[src/rtl/mc_maindec_pkg.sv]
// Shared types and constants for the multicycle MIPS main control unit:
// state encoding, opcode values and the datapath mux select codes.
package mc_maindec_pkg;

  typedef enum logic [3:0] {
    S_FETCH  = 4'd0,
    S_DECODE = 4'd1,
    S_MEMADR = 4'd2,
    S_MEMRD  = 4'd3,
    S_MEMWB  = 4'd4,
    S_MEMWR  = 4'd5,
    S_RTEX   = 4'd6,
    S_RTWB   = 4'd7,
    S_BEQEX  = 4'd8,
    S_ADDIEX = 4'd9,
    S_ADDIWB = 4'd10,
    S_JEX    = 4'd11,
    S_JALEX  = 4'd12,
    S_TRAP   = 4'd13
  } state_e;

  localparam logic [5:0] OP_RTYPE = 6'b000000;
  localparam logic [5:0] OP_LW    = 6'b100011;
  localparam logic [5:0] OP_SW    = 6'b101011;
  localparam logic [5:0] OP_BEQ   = 6'b000100;
  localparam logic [5:0] OP_ADDI  = 6'b001000;
  localparam logic [5:0] OP_J     = 6'b000010;
  localparam logic [5:0] OP_JAL   = 6'b000011;

  localparam logic [1:0] ALU_ADD   = 2'b00;
  localparam logic [1:0] ALU_SUB   = 2'b01;
  localparam logic [1:0] ALU_FUNCT = 2'b10;

  localparam logic [1:0] SRCB_REG    = 2'b00;
  localparam logic [1:0] SRCB_FOUR   = 2'b01;
  localparam logic [1:0] SRCB_IMM    = 2'b10;
  localparam logic [1:0] SRCB_IMM_SH = 2'b11;

  localparam logic [1:0] PC_ALU    = 2'b00;
  localparam logic [1:0] PC_ALUOUT = 2'b01;
  localparam logic [1:0] PC_JUMP   = 2'b10;

  // States that sit on the memory handshake and may stall.
  function automatic logic is_mem_wait(state_e s);
    return s inside {S_FETCH, S_MEMRD, S_MEMWR};
  endfunction

endpackage

[src/rtl/mc_maindec_if.sv]
// Control bundle between the main decoder and the multicycle datapath.
// slave: the decoder side; master: the datapath / stimulus side.
interface mc_maindec_if #(
  parameter int unsigned ALU_OP_W = 2
);
  logic [5:0]          opcode;
  logic                mem_ready;
  logic                pc_we;
  logic                ir_we;
  logic                mem_we;
  logic                reg_we;
  logic                branch;
  logic                iord;
  logic                reg_dst;
  logic                mem2reg;
  logic                jal;
  logic                alu_src_a;
  logic [1:0]          alu_src_b;
  logic [1:0]          pc_src;
  logic [ALU_OP_W-1:0] alu_op;
  logic                illegal;
  logic                timeout;
  logic [3:0]          state_o;

  modport slave (
    input  opcode, mem_ready,
    output pc_we, ir_we, mem_we, reg_we, branch, iord, reg_dst, mem2reg,
           jal, alu_src_a, alu_src_b, pc_src, alu_op, illegal, timeout, state_o
  );

  modport master (
    output opcode, mem_ready,
    input  pc_we, ir_we, mem_we, reg_we, branch, iord, reg_dst, mem2reg,
           jal, alu_src_a, alu_src_b, pc_src, alu_op, illegal, timeout, state_o
  );
endinterface

[src/rtl/mc_maindec_wait_timer.sv]
// Memory stall watchdog. Counts consecutive stalled cycles in a wait state
// and flags a timeout on the last allowed cycle if mem_ready is still low.
// MEM_WAIT_MAX = 0 removes the counter entirely.
module mc_maindec_wait_timer #(
  parameter int unsigned MEM_WAIT_MAX = 0
) (
  input  logic clk,
  input  logic rst_n,
  input  logic waiting_i,
  input  logic mem_ready_i,
  output logic timeout_o
);

  if (MEM_WAIT_MAX == 0) begin : g_off
    logic unused_timer;
    assign unused_timer = ^{clk, rst_n, waiting_i, mem_ready_i};
    assign timeout_o    = 1'b0;
  end else begin : g_on
    localparam int unsigned CNT_W = $clog2(MEM_WAIT_MAX + 1);
    localparam logic [CNT_W-1:0] CNT_MAX  = CNT_W'(MEM_WAIT_MAX);
    localparam logic [CNT_W-1:0] CNT_LAST = CNT_W'(MEM_WAIT_MAX - 1);

    logic [CNT_W-1:0] cnt_q, cnt_d;

    // Count stalled cycles; every exit from a wait state is either a
    // handshake or a trap, and non-wait states hold the count at zero.
    always_comb begin
      // NOTE: default first so every path assigns cnt_d and no latch forms.
      cnt_d = cnt_q;
      if (!waiting_i || mem_ready_i) begin
        cnt_d = '0;
      end else if (cnt_q != CNT_MAX) begin
        cnt_d = cnt_q + CNT_W'(1);
      end
    end

    // Counter register.
    always_ff @(posedge clk or negedge rst_n) begin
      // NOTE: non-blocking so every flop samples pre-edge values.
      if (!rst_n) begin
        cnt_q <= '0;
      end else begin
        cnt_q <= cnt_d;
      end
    end

    // This cycle would be stall number MEM_WAIT_MAX.
    assign timeout_o = waiting_i && !mem_ready_i && (cnt_q == CNT_LAST);
  end

endmodule

[src/rtl/mc_maindec.sv]
// Multicycle MIPS main control FSM: fetch/decode/execute/memory/writeback
// with a mem_ready handshake, illegal-opcode and memory-timeout traps.
// Optional feature: define MC_MAINDEC_JAL_EN to support JAL (opcode 000011);
// without it JAL is illegal and the jal output stays 0.
module mc_maindec
  import mc_maindec_pkg::*;
#(
  parameter int unsigned MEM_WAIT_MAX = 0,
  parameter int unsigned ALU_OP_W     = 2
) (
  input logic         clk,
  input logic         rst_n,
  mc_maindec_if.slave bus
);

  state_e     state_q, state_d;
  logic       illegal_q, illegal_d;
  logic       timeout_q, timeout_d;
  logic       waiting;
  logic       wait_timeout;
  logic       pc_we_s, ir_we_s, mem_we_s, reg_we_s, branch_s;
  logic [1:0] alu_op_s;

  assign waiting = is_mem_wait(state_q);

  mc_maindec_wait_timer #(
    .MEM_WAIT_MAX(MEM_WAIT_MAX)
  ) u_wait_timer (
    .clk        (clk),
    .rst_n      (rst_n),
    .waiting_i  (waiting),
    .mem_ready_i(bus.mem_ready),
    .timeout_o  (wait_timeout)
  );

  // Next state and sticky trap causes.
  always_comb begin
    state_d   = state_q;
    illegal_d = illegal_q;
    timeout_d = timeout_q;
    case (state_q)
      S_FETCH:  if (bus.mem_ready) state_d = S_DECODE;
      S_DECODE: begin
        case (bus.opcode)
          OP_LW, OP_SW: state_d = S_MEMADR;
          OP_RTYPE:     state_d = S_RTEX;
          OP_BEQ:       state_d = S_BEQEX;
          OP_ADDI:      state_d = S_ADDIEX;
          OP_J:         state_d = S_JEX;
`ifdef MC_MAINDEC_JAL_EN
          OP_JAL:       state_d = S_JALEX;
`endif
          default: begin
            state_d   = S_TRAP;
            illegal_d = 1'b1;
          end
        endcase
      end
      // The IR still holds the instruction, so the opcode is re-read here.
      S_MEMADR: state_d = (bus.opcode == OP_SW) ? S_MEMWR : S_MEMRD;
      S_MEMRD:  if (bus.mem_ready) state_d = S_MEMWB;
      S_MEMWR:  if (bus.mem_ready) state_d = S_FETCH;
      S_RTEX:   state_d = S_RTWB;
      S_ADDIEX: state_d = S_ADDIWB;
      S_MEMWB, S_RTWB, S_ADDIWB, S_BEQEX, S_JEX: state_d = S_FETCH;
`ifdef MC_MAINDEC_JAL_EN
      S_JALEX:  state_d = S_FETCH;
`endif
      S_TRAP:   state_d = S_TRAP;
      default:  state_d = S_TRAP;
    endcase
    if (wait_timeout) begin
      state_d   = S_TRAP;
      timeout_d = 1'b1;
    end
  end

  // State and trap-cause registers.
  always_ff @(posedge clk or negedge rst_n) begin
    if (!rst_n) begin
      state_q   <= S_FETCH;
      illegal_q <= 1'b0;
      timeout_q <= 1'b0;
    end else begin
      state_q   <= state_d;
      illegal_q <= illegal_d;
      timeout_q <= timeout_d;
    end
  end

  // Output decode: Moore on state, except FETCH's IR/PC writes follow mem_ready.
  always_comb begin
    pc_we_s       = 1'b0;
    ir_we_s       = 1'b0;
    mem_we_s      = 1'b0;
    reg_we_s      = 1'b0;
    branch_s      = 1'b0;
    alu_op_s      = ALU_ADD;
    bus.iord      = 1'b0;
    bus.reg_dst   = 1'b0;
    bus.mem2reg   = 1'b0;
    bus.jal       = 1'b0;
    bus.alu_src_a = 1'b0;
    bus.alu_src_b = SRCB_REG;
    bus.pc_src    = PC_ALU;
    case (state_q)
      S_FETCH: begin
        bus.alu_src_b = SRCB_FOUR;
        ir_we_s       = bus.mem_ready;
        pc_we_s       = bus.mem_ready;
      end
      S_DECODE: bus.alu_src_b = SRCB_IMM_SH;
      S_MEMADR: begin
        bus.alu_src_a = 1'b1;
        bus.alu_src_b = SRCB_IMM;
      end
      S_MEMRD:  bus.iord = 1'b1;
      S_MEMWB: begin
        bus.mem2reg = 1'b1;
        reg_we_s    = 1'b1;
      end
      S_MEMWR: begin
        bus.iord = 1'b1;
        mem_we_s = 1'b1;
      end
      S_RTEX: begin
        bus.alu_src_a = 1'b1;
        alu_op_s      = ALU_FUNCT;
      end
      S_RTWB: begin
        bus.reg_dst = 1'b1;
        reg_we_s    = 1'b1;
      end
      S_BEQEX: begin
        bus.alu_src_a = 1'b1;
        alu_op_s      = ALU_SUB;
        bus.pc_src    = PC_ALUOUT;
        branch_s      = 1'b1;
      end
      S_ADDIEX: begin
        bus.alu_src_a = 1'b1;
        bus.alu_src_b = SRCB_IMM;
      end
      S_ADDIWB: reg_we_s = 1'b1;
      S_JEX: begin
        bus.pc_src = PC_JUMP;
        pc_we_s    = 1'b1;
      end
`ifdef MC_MAINDEC_JAL_EN
      S_JALEX: begin
        bus.pc_src = PC_JUMP;
        pc_we_s    = 1'b1;
        reg_we_s   = 1'b1;
        bus.jal    = 1'b1;
      end
`endif
      default: ;
    endcase
  end

  // Enables drop immediately while reset is held, even mid-access.
  assign bus.pc_we   = pc_we_s  & rst_n;
  assign bus.ir_we   = ir_we_s  & rst_n;
  assign bus.mem_we  = mem_we_s & rst_n;
  assign bus.reg_we  = reg_we_s & rst_n;
  assign bus.branch  = branch_s & rst_n;
  assign bus.alu_op  = ALU_OP_W'(alu_op_s);
  assign bus.illegal = illegal_q;
  assign bus.timeout = timeout_q;
  assign bus.state_o = state_q;

endmodule
[src/flat_wrapper.sv]
// flat-port wrapper written by rule: the top's interface ports become plain ports
module mc_maindec_flat import mc_maindec_pkg::*;
#(
  parameter int unsigned MEM_WAIT_MAX = 0,
  parameter int unsigned ALU_OP_W     = 2
)
  (clk, rst_n, bus_opcode, bus_mem_ready, bus_pc_we, bus_ir_we, bus_mem_we, bus_reg_we, bus_branch, bus_iord, bus_reg_dst, bus_mem2reg, bus_jal, bus_alu_src_a, bus_alu_src_b, bus_pc_src, bus_alu_op, bus_illegal, bus_timeout, bus_state_o);
  mc_maindec_if #(.ALU_OP_W(ALU_OP_W)) bus_i ();
  input logic clk;
  input logic rst_n;
  input wire logic [$bits(bus_i.opcode)-1:0] bus_opcode;
  input wire logic [$bits(bus_i.mem_ready)-1:0] bus_mem_ready;
  output wire logic [$bits(bus_i.pc_we)-1:0] bus_pc_we;
  output wire logic [$bits(bus_i.ir_we)-1:0] bus_ir_we;
  output wire logic [$bits(bus_i.mem_we)-1:0] bus_mem_we;
  output wire logic [$bits(bus_i.reg_we)-1:0] bus_reg_we;
  output wire logic [$bits(bus_i.branch)-1:0] bus_branch;
  output wire logic [$bits(bus_i.iord)-1:0] bus_iord;
  output wire logic [$bits(bus_i.reg_dst)-1:0] bus_reg_dst;
  output wire logic [$bits(bus_i.mem2reg)-1:0] bus_mem2reg;
  output wire logic [$bits(bus_i.jal)-1:0] bus_jal;
  output wire logic [$bits(bus_i.alu_src_a)-1:0] bus_alu_src_a;
  output wire logic [$bits(bus_i.alu_src_b)-1:0] bus_alu_src_b;
  output wire logic [$bits(bus_i.pc_src)-1:0] bus_pc_src;
  output wire logic [$bits(bus_i.alu_op)-1:0] bus_alu_op;
  output wire logic [$bits(bus_i.illegal)-1:0] bus_illegal;
  output wire logic [$bits(bus_i.timeout)-1:0] bus_timeout;
  output wire logic [$bits(bus_i.state_o)-1:0] bus_state_o;
  assign bus_i.opcode = bus_opcode;
  assign bus_i.mem_ready = bus_mem_ready;
  assign bus_pc_we = bus_i.pc_we;
  assign bus_ir_we = bus_i.ir_we;
  assign bus_mem_we = bus_i.mem_we;
  assign bus_reg_we = bus_i.reg_we;
  assign bus_branch = bus_i.branch;
  assign bus_iord = bus_i.iord;
  assign bus_reg_dst = bus_i.reg_dst;
  assign bus_mem2reg = bus_i.mem2reg;
  assign bus_jal = bus_i.jal;
  assign bus_alu_src_a = bus_i.alu_src_a;
  assign bus_alu_src_b = bus_i.alu_src_b;
  assign bus_pc_src = bus_i.pc_src;
  assign bus_alu_op = bus_i.alu_op;
  assign bus_illegal = bus_i.illegal;
  assign bus_timeout = bus_i.timeout;
  assign bus_state_o = bus_i.state_o;
  mc_maindec #(.MEM_WAIT_MAX(MEM_WAIT_MAX), .ALU_OP_W(ALU_OP_W)) u_core (.clk(clk), .rst_n(rst_n), .bus(bus_i));
endmodule
[config.mk]
export PLATFORM = sky130hd
export DESIGN_NAME = mc_maindec_flat
export DESIGN_NICKNAME = d
export VERILOG_FILES = /design/src/rtl/mc_maindec_pkg.sv /design/src/rtl/mc_maindec_if.sv /design/src/rtl/mc_maindec_wait_timer.sv /design/src/rtl/mc_maindec.sv /design/src/flat_wrapper.sv
export SDC_FILE = /design/constraint.sdc
export NUM_CORES = 1
export LEC_CHECK = 0
export CORE_MARGIN = 2
export CORE_UTILIZATION = 42
export CTS_CLUSTER_DIAMETER = 30
export CTS_CLUSTER_SIZE = 8
export DETAILED_ROUTE_END_ITERATION = 12
export PLACE_DENSITY_LB_ADDON = 0.3
export SLEW_MARGIN = 5
export SYNTH_ARGS = -nofsm -noshare
export SYNTH_HDL_FRONTEND = slang
export SYNTH_HIERARCHICAL = 1
export SYNTH_SLANG_ARGS = --single-unit
[constraint.sdc]
create_clock -name clk -period 1.7 [get_ports clk]
set_input_delay 0.34 -clock clk [delete_from_list [all_inputs] [get_ports clk]]
set_output_delay 0.34 -clock clk [all_outputs]
set_load 0.1 [all_outputs]
==> impl_metrics.py, run 1 <==
metrics = {
    "cts": {
        "cts_sinks": 6,
        "clk_path_buf_depth": 2,
        "ctsResizeCount": 22,
        "cts_made_buffers": 3,
        "cts_hold_buf": 0,
        "htree_num_levels": 1,
        "postCtsSetupRepairBufs": 6,
        "root_buffer": "clkbuf_4",
    },
    "die": {
        "die_w_um": 45.78,
        "initial_core_util_pct": 43.41,
        "rows": 15,
        "pin_count": 31,
        "die_h_um": 45.78,
    },
    "placement": {
        "dp_hpwl_mm": 2.517,
        "post_dp_cell_area_mm2": 0.001549,
        "place_congestion": 0.8286,
        "numPortBuffers": 29,
        "place_ws_ns": -0.2735,
    },
    "synthesis": {
        "yosys_warnings": 6,
        "syn_nets": 103,
        "syn_area_per_cell_um2": 7.800,
        "syn_area_um2": 733.2,
        "syn_inst": 94,
    },
    "outcome": {
        "lastStage": "4_1_cts",
        "stop_error": "[ERROR DPL-0038] Utilization greater than 100%, impossible to legalize",
        "status": "did not finish",
    },
}
per-stage QoR:
step                      hold WS [ns]  cells
after detailed placement        0.5462    160
after global placement          0.5148    160
after floorplan                0.04441     94
==> run 2: changes to the inputs <==
CORE_AREA = 2 2 63 65   (was unset)
CORE_MARGIN = unset   (was 2)
CORE_UTILIZATION = unset   (was 42)
CTS_CLUSTER_DIAMETER = unset   (was 30)
CTS_CLUSTER_SIZE = unset   (was 8)
DIE_AREA = 0 0 65 67   (was unset)
PLACE_DENSITY_LB_ADDON = 0.15   (was 0.3)
==> impl_metrics.py, run 2 <==
metrics = {
    "outcome": {
        "status": "finished with violations",
        "failed_checks": "negative setup slack",
    },
    "power_and_ir_drop": {
        "leakage_nw": 0.6992,
        "clkPwrFrac_pct": 47.5,
        "switching_share_pct": 25.98,
        "combPwrFrac_pct": 21.7,
        "p_seq_share_pct": 30.8,
        "power.density_mw_per_mm2": 271.0,
        "power.switching_mw": 0.1241,
        "p_total_mw": 0.4777,
        "vdd_ir_drop_max_v": 0.0001305,
        "p_int_mw": 0.3536,
    },
    "timing": {
        "rsz0062_at_grt": "true",
        "finalHoldViolCount": 0,
        "finClkSkew_ns": 0.004146,
        "slew_violations": 0,
        "holdWs_ns": 0.5278,
        "clock.fmax_ghz": 0.5212,
        "period_needed_ns": 1.918,
        "setup_ws_ns": -0.2185,
        "finalSetupViolations": 16,
        "min_period_over_period_pct": 112.9,
    },
    "final_layout": {
        "antenna_cells": 0,
        "largest_reg_flops": 4,
        "layout_common_cells": "buf_4 (28), buf_12 (21), buf_6 (8)",
        "layout-drive-gt1-share_pct": 62.99,
        "nets": 164,
        "fin_util_pct": 48.89,
        "instances_no_fill": 202,
        "synthToLayoutAreaGrowth_pct": 140.4,
        "final_common_cell": "buf_4",
    },
    "drt": {
        "vias": 911,
        "drt-total-wl_mm": 2.500,
        "drc_errors": 0,
        "viasPerCell": 4.510,
        "firstDrtPassIters": 5,
        "final_antenna_net_count": 0,
        "routedWlPerCell_um": 12.38,
        "first_iter_violations": 25,
    },
    "placement": {
        "dp_hpwl_mm": 1.906,
        "place_congestion": 0.7941,
        "numPortBuffers": 29,
        "post-place-cells": 191,
    },
    "die": {
        "rows": 22,
        "dieArea_mm2": 0.004355,
        "pin_count": 31,
        "core_mm2": 0.003606,
        "initial_core_util_pct": 20.33,
        "die_h_um": 67,
        "die_w_um": 65,
    },
    "synthesis": {
        "syn_nets": 103,
        "yosys_warnings": 6,
        "syn_inst": 94,
        "syn_area_per_cell_um2": 7.800,
        "syn_area_um2": 733.2,
    },
    "grt": {
        "grt_pass1_vias": 839,
        "grt_overflow": 0,
        "track_usage_pct": 11.83,
        "antenna_found_initial": 0,
        "grt_max_degree": 12,
        "grt_pass1_wl_mm": 4.002,
    },
    "cts": {
        "root_buffer": "clkbuf_8",
        "cts_sinks": 6,
        "cts_tree": "built",
        "cts_hold_buf": 0,
        "clk_pin_slew_ns": 0.04,
        "clk_path_buf_depth": 2,
        "insertion_delay_ns": 0.22,
        "cts_made_buffers": 3,
        "htree_num_levels": 1,
    },
    "worst_setup_path": {
        "worst-path-max-fanout": 6,
        "end_kind": "output port",
        "crit_required_ns": 1.36,
        "cp_num_buf_inv": 1,
        "crit_family": "simple AND/OR/NAND/NOR gates",
        "cp_slowest_cell": "or4_4",
        "cp_slowest_stage_delay_ns": 0.55,
        "path_class": "register to output port",
        "cp-start-kind": "register",
        "cp_data_arrival_time_ns": 1.58,
        "crit_chain": "or4_4 > nor2_4 > buf_12",
    },
    "job": {
        "drv_cap": 0,
    },
    "hold_path": {
        "hold_path_class": "register to register",
    },
}
run 2: worst paths after layout:
check	start	depth (start not counted)	end	slack, ns
worst max-delay path	u_core/bus.state_o[1]	3	bus_ir_we	-0.22
worst min-delay path	u_core/bus.illegal	1	u_core/bus.illegal	0.53
worst max register to register	u_core/bus.state_o[1]	6	u_core/bus.state_o[0]	-0.06
worst min register to register	u_core/bus.illegal	1	u_core/bus.illegal	0.53
max in group asynchronous	rst_n	2	u_core/bus.state_o[3]	0.95
min in group asynchronous	rst_n	2	u_core/bus.state_o[0]	0.61
run 2: stage by stage:
| stage | setup slack, ns | instance area, um2 | TNS [ns] |
|---|---|---|---|
| after floorplan | -0.9179 | 929.6 | -7.781 |
| final | -0.2185 | 1763 | -1.819 |
| after global routing | -0.2486 | 1763 | -2.697 |
| after global placement | -0.1748 | 1588 | -0.7060 |
| after CTS | -0.2284 | 1704 | -1.876 |
| after detailed placement | -0.2159 | 1588 | -0.8272 |
run 2: final cells by class:
class                   instances  area [um2]
multi-input cells              77       685.7
well taps                      48       60.06
repair buffers                 65       799.5
inverters                       2       7.507
fillers                       325        1843
flip-flops and latches          6       165.2
clock buffers                   4       45.04
run 2: worst reg2reg max path, cell delays in order (launching register included):
cell and delay [ns]:
dfrtp_4 0.51, or4_4 0.55, buf_4 0.15, buf_4 0.13
a31oi_4 0.13, nor3_2 0.06, a31oi_1 0.14
run 2: timing repair:
action                                  CTS  global route
buffers inserted                          6             2
resized for setup                        11             8
endpoints found under the setup margin   17            18
pin swaps                                 8             3
run 2: power by group through the flow:
stage	Combinational [mW]	Clock [mW]	Sequential, mW
floorplan	0.0338	0	0.161
global placement	0.101	0	0.149
detailed placement	0.102	0	0.149
CTS	0.101	0.238	0.147
global route	0.111	0.243	0.147
finish	0.104	0.227	0.147
run 2: per-layer routing:
layer	up-vias	global-route usage, %	routed length, um
met3	2	0.6757	68
met2	17	20.49	1294
li1	466	-	-
met1	426	15.26	1118
met5	-	0	0
met4	0	4.787	19
Power figures use the tool's default switching activity.
